**config.mk**
```make
export PLATFORM = sky130hd
export DESIGN_NAME = freq_measure_ctrl
export DESIGN_NICKNAME = d
export VERILOG_FILES = /design/src/rtl/freq_measure_ctrl.sv
export SDC_FILE = /design/constraint.sdc
export NUM_CORES = 1
export LEC_CHECK = 0
export BUFFER_PORTS_ARGS = -buffer_cell sky130_fd_sc_hd__buf_4
export CORE_UTILIZATION = 57
export DETAILED_ROUTE_END_ITERATION = 7
export GPL_TIMING_DRIVEN = 0
export PLACE_DENSITY = 0.73
export REMOVE_ABC_BUFFERS = 1
export SLEW_MARGIN = 5
export SYNTH_ARGS = -nofsm -noshare
export SYNTH_HDL_FRONTEND = slang
export SYNTH_SLANG_ARGS = --single-unit
export TNS_END_PERCENT = 100
```
**constraint.sdc**
```tcl
create_clock -name MAX10_CLK1_50 -period 7.6 [get_ports MAX10_CLK1_50]
set_clock_uncertainty 0.15 [all_clocks]
set_input_delay 2.28 -clock MAX10_CLK1_50 [delete_from_list [all_inputs] [get_ports MAX10_CLK1_50]]
set_output_delay 2.28 -clock MAX10_CLK1_50 [all_outputs]
set_load 0.1 [all_outputs]
```
**src/rtl/freq_measure_ctrl.sv**
```systemverilog
// Gated edge counter: counts INPUT_CLK rising edges over a GATE_CYCLES window
// started by a KEY1 press, and reports a saturated result with a one-cycle valid.
`timescale 1ns/1ps
module freq_measure_ctrl #(
  parameter int GATE_CYCLES = 50_000_000,
  parameter int MAX_DISPLAY = 999
) (
  input  logic       MAX10_CLK1_50,
  input  logic       KEY0,
  input  logic       INPUT_CLK,
  input  logic       KEY1,
  input  logic       cont_mode,
  output logic [9:0] freq_value,
  output logic       overflow,
  output logic       no_signal,
  output logic       valid,
  output logic       busy
);
  localparam int CW = 26;
  localparam int TW = $clog2(GATE_CYCLES + 1);
  localparam logic [TW-1:0] T_LAST = TW'(GATE_CYCLES - 1);

  typedef enum logic [1:0] {IDLE, ARM, GATE, LATCH} state_t;
  state_t state, state_nxt;

  logic [2:0]    sig_sync, key_sync;
  logic          sig_rise, start_evt;
  logic [TW-1:0] tcnt, gcnt;
  logic [CW-1:0] edge_cnt, edge_inc;
  logic          timeout, gate_done;

  // [0],[1] synchronize, [2] holds the previous synchronized level; events are registered
  always_ff @(posedge MAX10_CLK1_50 or negedge KEY0) begin
    if (!KEY0) begin
      sig_sync  <= '0;
      key_sync  <= '0;
      sig_rise  <= 1'b0;
      start_evt <= 1'b0;
    end else begin
      sig_sync  <= {sig_sync[1:0], INPUT_CLK};
      key_sync  <= {key_sync[1:0], KEY1};
      sig_rise  <= sig_sync[1] & ~sig_sync[2];
      start_evt <= ~key_sync[1] & key_sync[2];
    end
  end

  assign edge_inc = (sig_rise && edge_cnt != '1) ? edge_cnt + CW'(1) : edge_cnt;

  always_comb begin
    state_nxt = state;
    timeout   = 1'b0;
    gate_done = 1'b0;
    case (state)
      IDLE:  if (start_evt) state_nxt = ARM;
      ARM: begin
        if (sig_rise) state_nxt = GATE;
        else if (tcnt == T_LAST) begin
          state_nxt = LATCH;
          timeout   = 1'b1;
        end
      end
      GATE: begin
        if (gcnt == T_LAST) begin
          state_nxt = LATCH;
          gate_done = 1'b1;
        end
      end
      LATCH:   state_nxt = cont_mode ? ARM : IDLE;
      default: state_nxt = IDLE;
    endcase
  end

  // Results load on entry to LATCH so they are already current while valid is high
  always_ff @(posedge MAX10_CLK1_50 or negedge KEY0) begin
    if (!KEY0) begin
      state      <= IDLE;
      tcnt       <= '0;
      gcnt       <= '0;
      edge_cnt   <= '0;
      freq_value <= '0;
      overflow   <= 1'b0;
      no_signal  <= 1'b0;
    end else begin
      state <= state_nxt;
      case (state)
        ARM: begin
          tcnt     <= tcnt + TW'(1);
          gcnt     <= '0;
          edge_cnt <= '0;
        end
        GATE: begin
          gcnt     <= gcnt + TW'(1);
          edge_cnt <= edge_inc;
        end
        default: tcnt <= '0;
      endcase
      if (timeout) begin
        freq_value <= '0;
        overflow   <= 1'b0;
        no_signal  <= 1'b1;
      end else if (gate_done) begin
        freq_value <= (edge_inc > CW'(MAX_DISPLAY)) ? 10'(MAX_DISPLAY) : edge_inc[9:0];
        overflow   <= (edge_inc > CW'(MAX_DISPLAY));
        no_signal  <= 1'b0;
      end
    end
  end

  assign valid = (state == LATCH);
  assign busy  = (state != IDLE);
endmodule

```
==> flow_metrics.tcl <==
set metrics [dict create \
    internal_power_uw 818 \
    wire_per_inst_um 15.5 \
    synth_edf_count 0 \
    relSlewSlack 0.138 \
    antenna_found_initial 0 \
    diodes 0 \
    multiInputGateArea_mm2 0.00293 \
    cts.repair.resized 0 \
    grt_pass1_wl_mm 20.1 \
    syn2layout_area_growth_pct 6.64 \
    async_reset_ff_frac 1.00 \
    synthTopCellsByArea "dfrtp_1 (44%), nand2_1 (4.4%), nor2_1 (4.2%), o21ai_0 (4.1%), xor2_1 (3.9%)" \
    first_pass_iters 5 \
    routed_wl_mm 11.9 \
    clock_sinks 100 \
    dp_cells 751 \
    p_leak_nw 2.45 \
    cp_slowest_cell "dfrtp_1" \
    hold_violations 0 \
    viasPerCell 6.05 \
    ys_ff_latch 100 \
    path_buf_inv 3 \
    total_power_mw 1.36 \
    syn_area_mm2 0.00568 \
    gr-usage-all-layers 0.251 \
    ant_nets 0 \
    vdd_drop_max_mv 0.171 \
    postSynthCellCount 635 \
    synth_area_per_cell_um2 8.94 \
    tightest_slew_ns 1.29 \
    comb_power_share 0.291 \
    tns_ns 0 \
    holdBufCountCts 0 \
    start_util 0.583 \
    rsz0062_at_grt "false" \
    gr-total-overflow 0 \
    worstPathArrival_ns 1.52 \
    grt_max_degree 101 \
    yosysSeqAreaShare 0.441 \
    cts_made_buffers 9 \
    post-synth-top-area-cell "dfrtp_1" \
    cts_tree "built" \
    placementRows 36 \
    place.gp.congestion 0.867 \
    cts_max_level 3 \
    stdcell_count 767 \
    dieArea_mm2 0.0104 \
    p_clk_frac 0.286 \
    vias 4644 \
    seqPwrFrac 0.423 \
    ios 19 \
    ys_warn_count 0 \
    hpwl_mm 7.88 \
    startpoint_type "register" \
    path_common_cell "inv_1" \
    ys_types 62 \
    critical_path_class "register to output pin" \
    finalSetupViolations 0 \
    status "finished clean" \
    cp_data_required_time_ns 5.17 \
    drt-initial-drc-count 348 \
    die_x_um 102 \
    min_period_over_period 0.520 \
    cts_max_path_buffers 2 \
    drcViolationCount 0 \
    mostFrequentLayoutCell "dfrtp_1" \
    path_cells "inv_1 -> ha_1 -> inv_1 -> buf_4" \
    timing.fmax_ghz 0.253 \
    p_per_area_mw_per_mm2 224 \
    clkTransAtPathRegs_ns 0.10 \
    clock_latency_ns 0.39 \
    hp-class "register to register" \
    critPathCaptureType "output pin" \
    die_h_um 102 \
    period_minus_slack_ns 3.95 \
    yosysTopAreaCellShare 0.441 \
    port_buffers 18 \
    grt_pass1_vias 4278 \
    layout.nets 642 \
    cp_max_fo 4 \
    fillCellCount 855 \
    ys.flop_type "dfrtp_1" \
    crit_family "buffers and inverters" \
    netSwitchingFraction 0.397 \
    layout_common_cells "dfrtp_1 (100), nand2_1 (67), nor2_1 (63)" \
    post-cts-setup-buffer-count 0 \
    seq_area_mm2 0.00250 \
    slew_viol_final 0 \
    drive_gt1_frac 0.0883 \
    core_area_mm2 0.00973 \
    maxCapViolations 0 \
    clockRootBuffer "clkbuf_8" \
    p_switching_uw 538 \
    cpPeakStageDelay_ns 0.41 \
]
-- per-layer routing --
layer,track usage,part of all wire,up-vias
met4,0.0892,0.015,0
li1,-,-,2272
met3,0.0690,0.048,22
met5,0,0,-
met1,0.339,0.49,2231
met2,0.388,0.45,119
-- worst register-to-register path: stages (launching register included) --
cell and delay [ns]:
dfrtp_1 0.44, ha_1 0.21, and3_1 0.44, nand3_2 0.29
o31ai_2 0.71, or4_1 0.24, nand4_1 0.11, nor4_2 0.48
and3_1 0.52, a21oi_2 0.09
-- synth_stat cells, types with 17 or more instances --
library cell  number
xor2_1            25
and3_1            17
mux2i_1           17
nand2_1           67
o21ai_0           46
nand4_1           20
nand3_1           38
inv_1             22
nor2_1            64
clkbuf_1          22
dfrtp_1          100
a21oi_1           26
-- per-stage QoR --
step / util / hold slack, ns / setup slack (ns) / instance area, um^2
after global placement: 0.598 / 0.186 / 3.83 / 5820
after CTS: 0.621 / 0.211 / 3.62 / 6040
after detailed placement: 0.598 / 0.189 / 3.76 / 5820
after global routing: 0.622 / 0.216 / 3.55 / 6050
final: 0.622 / 0.207 / 3.65 / 6050
after floorplan: - / 0.181 / 3.94 / 5520
-- cell type report --
type                       count  share of cell area
multi-input combinational    477               0.485
inverter                      23              0.0143
tap                          133              0.0275
timing repair buffer          18              0.0229
clock inverter                 5              0.0139
sequential                   100               0.413
clock buffer                  11              0.0234
-- power groups by stage --
stage	logic [mW]	clock network [mW]	registers [mW]
after floorplan	0.270	0	0.578
after global placement	0.382	0	0.582
after detailed placement	0.391	0	0.583
after CTS	0.392	0.401	0.573
after global routing	0.435	0.419	0.577
final	0.395	0.388	0.573
-- kinds of logic after synthesis --
kind of cell,share of synthesized area
AO/OA/AOI/OAI,0.157
flip-flops,0.441
adder cells (fa/ha/maj),0.0176
AND/OR/NAND/NOR,0.254
XOR/XNOR,0.0571
buffers and inverters,0.0432
multiplexers,0.0300
-- worst paths after layout --
path / from / cells past startpoint / to / slack (ns)
worst max-delay path: state[0]$_DFFE_PN0P_ / 4 / busy / 3.65
worst min-delay path: sig_sync[0]$_DFF_PN0_ / 0 / sig_sync[1]$_DFF_PN0_ / 0.21
worst max register to register: edge_cnt[1]$_DFFE_PN0P_ / 9 / freq_value[6]$_DFFE_PN0P_ / 3.80
max in group asynchronous: KEY0 / 1 / tcnt[16]$_DFFE_PN0N_ / 4.86
worst min register to register: sig_sync[0]$_DFF_PN0_ / 0 / sig_sync[1]$_DFF_PN0_ / 0.21
min in group asynchronous: KEY0 / 1 / freq_value[6]$_DFFE_PN0P_ / 1.84
-- state kept, by name (all words and copies together) (netlist names) --
name / flops
overflow: 1
no_signal: 1
key_sync: 3
freq_value: 10
gcnt: 26
start_evt: 1
state: 2
edge_cnt: 26
sig_rise: 1
tcnt: 26
sig_sync: 3
(Power assumes the default switching activity.)
